===== config.mk =====
export PLATFORM = sky130hd
export DESIGN_NAME = clk_en_sched
export DESIGN_NICKNAME = d
export VERILOG_FILES = /design/src/rtl/clk_en_sched.sv
export SDC_FILE = /design/constraint.sdc
export NUM_CORES = 1
export LEC_CHECK = 0
export BUFFER_PORTS_ARGS = -buffer_cell sky130_fd_sc_hd__buf_2
export CELL_PAD_IN_SITES_DETAIL_PLACEMENT = 1
export CELL_PAD_IN_SITES_GLOBAL_PLACEMENT = 1
export CORE_MARGIN = 1.5
export CORE_UTILIZATION = 40
export DETAILED_ROUTE_END_ITERATION = 6
export PLACE_DENSITY = 0.83
export SETUP_SLACK_MARGIN = 0.5
export SYNTH_ARGS = -nofsm -noshare
export SYNTH_HDL_FRONTEND = slang
export SYNTH_SLANG_ARGS = --single-unit

===== constraint.sdc =====
create_clock -name clk -period 2.8 [get_ports clk]
set_clock_uncertainty 0.2 [all_clocks]
set_input_delay 0.42 -clock clk [delete_from_list [all_inputs] [get_ports clk]]
set_output_delay 0.42 -clock clk [all_outputs]
set_load 0.02 [all_outputs]

===== src/rtl/clk_en_sched.sv =====
// Clock-enable scheduler: issues a one-cycle tick every (div+1) cycles while running,
// with a divided-clock level, a tick counter and optional burst termination.
module clk_en_sched #(
    parameter int unsigned DIV_W = 4,
    parameter int unsigned CNT_W = 4
) (
    input  logic             clk,
    input  logic             rst,
    input  logic             cfg_valid,
    output logic             cfg_ready,
    input  logic [DIV_W-1:0] cfg_div,
    input  logic [CNT_W-1:0] cfg_burst,
    input  logic             start,
    input  logic             stop,
    output logic             tick,
    output logic             clk_div,
    output logic             busy,
    output logic             done,
    output logic [CNT_W-1:0] tick_cnt
);

    typedef enum logic [0:0] {StIdle, StRun} state_e;

    state_e           state_q;
    logic [DIV_W-1:0] div_q;
    logic [CNT_W-1:0] burst_q;
    logic [DIV_W-1:0] cnt_q;
    logic [CNT_W-1:0] tick_cnt_q;
    logic             tick_q;
    logic             clk_div_q;
    logic             done_q;

    logic             cfg_take;
    logic             launch;
    logic             advance;
    logic [DIV_W-1:0] eff_div;
    logic [CNT_W-1:0] eff_burst;
    logic [DIV_W-1:0] phase;
    logic             period_end;
    logic [CNT_W-1:0] tick_base;
    logic [CNT_W-1:0] tick_next;
    logic             burst_end;
    logic             abort;

    // Decode the current cycle: which config applies and whether it closes a period.
    // The start cycle itself counts as phase 0, so the first tick lands div+1 cycles later.
    always_comb begin
        cfg_take   = cfg_valid && (state_q == StIdle);
        launch     = start && (state_q == StIdle);
        advance    = (state_q == StRun) && !stop;
        abort      = (state_q == StRun) && stop;
        eff_div    = cfg_take ? cfg_div : div_q;
        eff_burst  = cfg_take ? cfg_burst : burst_q;
        phase      = launch ? '0 : cnt_q;
        period_end = (launch || advance) && (phase == eff_div);
        tick_base  = launch ? '0 : tick_cnt_q;
        tick_next  = tick_base + CNT_W'(1);
        burst_end  = period_end && (eff_burst != '0) && (tick_next == eff_burst);
    end

    // FSM and all registered outputs.
    always_ff @(posedge clk) begin
        if (rst) begin
            state_q    <= StIdle;
            div_q      <= '0;
            burst_q    <= '0;
            cnt_q      <= '0;
            tick_cnt_q <= '0;
            tick_q     <= 1'b0;
            clk_div_q  <= 1'b0;
            done_q     <= 1'b0;
        end else begin
            tick_q <= period_end;
            done_q <= burst_end;

            if (cfg_take) begin
                div_q   <= cfg_div;
                burst_q <= cfg_burst;
            end

            if (period_end) begin
                tick_cnt_q <= tick_next;
            end else if (launch) begin
                tick_cnt_q <= '0;
            end

            if (burst_end || abort) begin
                state_q   <= StIdle;
                clk_div_q <= 1'b0;
                cnt_q     <= '0;
            end else if (launch || advance) begin
                state_q <= StRun;
                cnt_q   <= period_end ? '0 : phase + DIV_W'(1);
                // A fresh run starts the divided clock from low.
                if (launch) begin
                    clk_div_q <= period_end;
                end else if (period_end) begin
                    clk_div_q <= ~clk_div_q;
                end
            end
        end
    end

    assign cfg_ready = (state_q == StIdle);
    assign busy      = (state_q == StRun);
    assign tick      = tick_q;
    assign clk_div   = clk_div_q;
    assign done      = done_q;
    assign tick_cnt  = tick_cnt_q;

endmodule


==> key figures <==
Run status
  • Outcome: finished, final reports clean

Clocking
  • Cts bufs inserted: 3
  • CTS sink cnt: 20
  • Clk_lat worst skew: 0.31 ns
  • Root Driver: clkbuf_4
  • Clock slew at reported path FFs: 0.12 ns
  • Clock buffer depth: 2
  • Hold buffers post-CTS: 0
  • CTS tree: yes
  • H-Tree Depth: 1

Placed design
  • Global placer's final weighted congestion: 0.839
  • Placed Area: 1340 um2
  • Input/output buffers: 21
  • Worst slack, placed: 0.215 ns
  • HPWL after DPL: 2580 um
  • Placed Cells: 198

Job
  • Max-cap violation count: 0

STA
  • Fmax: 0.427 GHz
  • TNS Setup: 0 ns
  • Final Hold Fails: 0
  • Final setup margin: 0.458 ns
  • RSZ-0062 raised after global routing: true
  • Fin. max-slew vios: 0
  • Min Tclk post-route: 2.34 ns
  • Slew HR: 0.761
  • Setup violators final: 0
  • WHS: 0.175 ns
  • Slew @ Worst Pin: 0.358 ns
  • Period utilization: 0.836

Global routing
  • Met3 Use GR: 0.0268
  • Global-route wire length before repair: 6200 um
  • Antenna violations before repair: 0
  • Met1 usage: 0.299
  • Total GRT Usage: 0.245
  • GR Util met2: 0.429
  • Vias in the first global route: 1314
  • Largest net degree at the start of global routing: 17
  • Grt peak-use layer: met2
  • Total global routing overflow: 0

Routing
  • Via count: 1281
  • Drt pass-1 iters: 4
  • Antenna Violating Nets Remaining: 0
  • DRC marker count from the first detailed-route iteration: 57
  • Avg Vias per Cell: 5.93
  • WL/cell: 18.0 um
  • Drt drc: 0
  • Routed WL: 3890 um

Synth
  • Post-synthesis adder-cell area fraction: 0.0209
  • Top-area cell type share of the netlist area: 0.335
  • Post-synth EDFFs: 0
  • Mux contribution to synthesized area: 0.0618
  • Register area share after synthesis: 0.335
  • Yosys reg bits: 20
  • Ys async rst share: 0
  • Count of cell types in the netlist: 40
  • Post-Synth Simple-Gate Area: 0.253
  • Count leader, synth: dfxtp_1
  • Average size of a mapped cell: 8.13 um2
  • XOR/XNOR Fraction of Synth Area: 0.0513
  • Cell taking the most area after synthesis: dfxtp_1
  • Warnings from Yosys: 0
  • Most frequent cells after synthesis: 20 x dfxtp_1, 18 x nor2_1, 11 x nand2_1, 10 x a21oi_1, 8 x o21ai_0
  • Top FF cell, synth: dfxtp_1
  • Compound-Gate Fraction of Synth Area: 0.227
  • Syn_nets: 162
  • Post-Syn Instances: 147
  • Synth Cell Area: 1190 um2
  • Top cells by area, synth: dfxtp_1 34%, nor2_1 5.7%, a21oi_1 4.2%
  • Main combinational cell family by area after synthesis: simple AND/OR/NAND/NOR gates

Die
  • Die Span Y: 57.7 um
  • Die width: 57.7 um
  • FP Rows: 19
  • CORE AREA: 2810 um2
  • Die area: 3320 um2
  • I/O pin total: 22
  • Initial core utilization: 0.426

Layout
  • Final instance area: 1600 um2
  • Fraction of layout cells with a size suffix above 1: 0.373
  • Non-filler cells in the finished layout: 216
  • Final net count: 201
  • Synthesis-to-finish area growth: 33.5%
  • Antenna diode count: 0
  • Fill count: 345

Setup path
  • CP arrival: 2.35 ns
  • Worst flop-to-flop path startpoint: busy
  • Crit path required time: 2.81 ns
  • Worst setup startpoint: busy
  • Crit start category: register
  • Crit. End Element: register
  • Critical Path Fanout Max: 8
  • Worst-path cell chain: nand2b_4, and2_4, ha_4, xor2_1, a2111o_1, o31ai_4, nor2_1
  • CP Class: reg -> reg
  • Slowest cell delay on critical path: 0.46 ns
  • Critical path's slowest cell: a2111o_1

Pwr
  • Lkg Pwr: 0.666 nW
  • Maximum vdd drop: 0.000258 V
  • Power Dens Cells: 430 nW/um2

Worst hold path
  • Hold Crit Start: cfg_burst[0]
  • Min-Delay Path Class: in -> reg
logic make-up after synthesis:
family | count (synthesis)
AOI/OAI and AO/OA | 39
xor gates and xnor gates | 7
adders and majority gates | 2
buffers and inverters | 13
DFF | 20
muxes | 7
and+or+nand+nor | 59
final timing paths:
check	slack, ns	cells past startpoint	to
min	0.18	3	burst_q[0]
max reg2reg	0.46	7	cnt_q[0]
max	0.46	7	cnt_q[0]
min reg2reg	0.32	2	div_q[0]
power breakdown:
| group | total (W) | internal [W] | switching [W] |
|---|---|---|---|
| Clock | 0.000177 | 0.0000794 | 0.0000977 |
| Sequential | 0.000315 | 0.000298 | 0.0000164 |
| Combinational | 0.000194 | 0.0000922 | 0.000102 |
| Total | 0.000686 | 0.000470 | 0.000216 |
critical path: cells and delay by family (launching register included):
family | cells | cell delay, ns
compound gates | 2 | 0.80
simple gates | 3 | 0.42
xor+xnor | 1 | 0.17
flops | 1 | 0.40
fa+ha+maj | 1 | 0.24
layout make-up:
type	instances	area, um2	share of cell area
multi-input combinational	114	821	0.515
timing repair buffer	40	264	0.165
inverter	7	26.3	0.0165
sequential	20	409	0.256
clock buffer	4	36.3	0.0227
tap	31	38.8	0.0243
through the flow:
| step | util | power [W] |
|---|---|---|
| 5_1_grt | 0.569 | 0.000714 |
| 4_1_cts | 0.554 | 0.000674 |
| 2_1_floorplan | - | 0.000419 |
| 6_report | 0.569 | 0.000686 |
| 3_3_place_gp | 0.479 | 0.000460 |
| 3_5_place_dp | 0.479 | 0.000466 |
state kept, by name, summed over array words and instances (netlist names):
signal / cells
tick_cnt: 4
busy: 1
clk_div: 1
div_q: 4
cnt_q: 4
tick: 1
done: 1
burst_q: 4
metal layers:
metal,vias to the layer above,routed length [um]
met2,25,2000
met5,-,0
met1,633,1680
met3,13,100
li1,610,-
met4,0,109
cells in the final DEF, fill, tap and decap left out, drive strengths merged, types with 2 or more instances in the layout:
cell	Yosys	final
and2	4	4
nand3b	2	2
o31ai	2	2
o221ai	2	2
xnor2	3	3
dfxtp	20	20
buf	4	40
nand4	2	2
a22oi	3	3
or3	3	3
nand3	2	2
or3b	2	2
clkbuf	2	4
nor2b	4	4
nor2	18	18
mux2	3	3
mux2i	4	4
nor4	2	2
ha	2	2
a21oi	10	10
a211oi	2	2
nor3	2	2
nand2	11	11
o21ai	8	8
xor2	4	4
inv	7	7
a31oi	4	4
nand2b	5	5
what timing repair did:
action,CTS,global route
pin swaps,8,10
buffers inserted,11,2
endpoints found under the setup margin,9,8
cloned,1,0
resized for setup,22,7
Power figures use the tool's default switching activity.
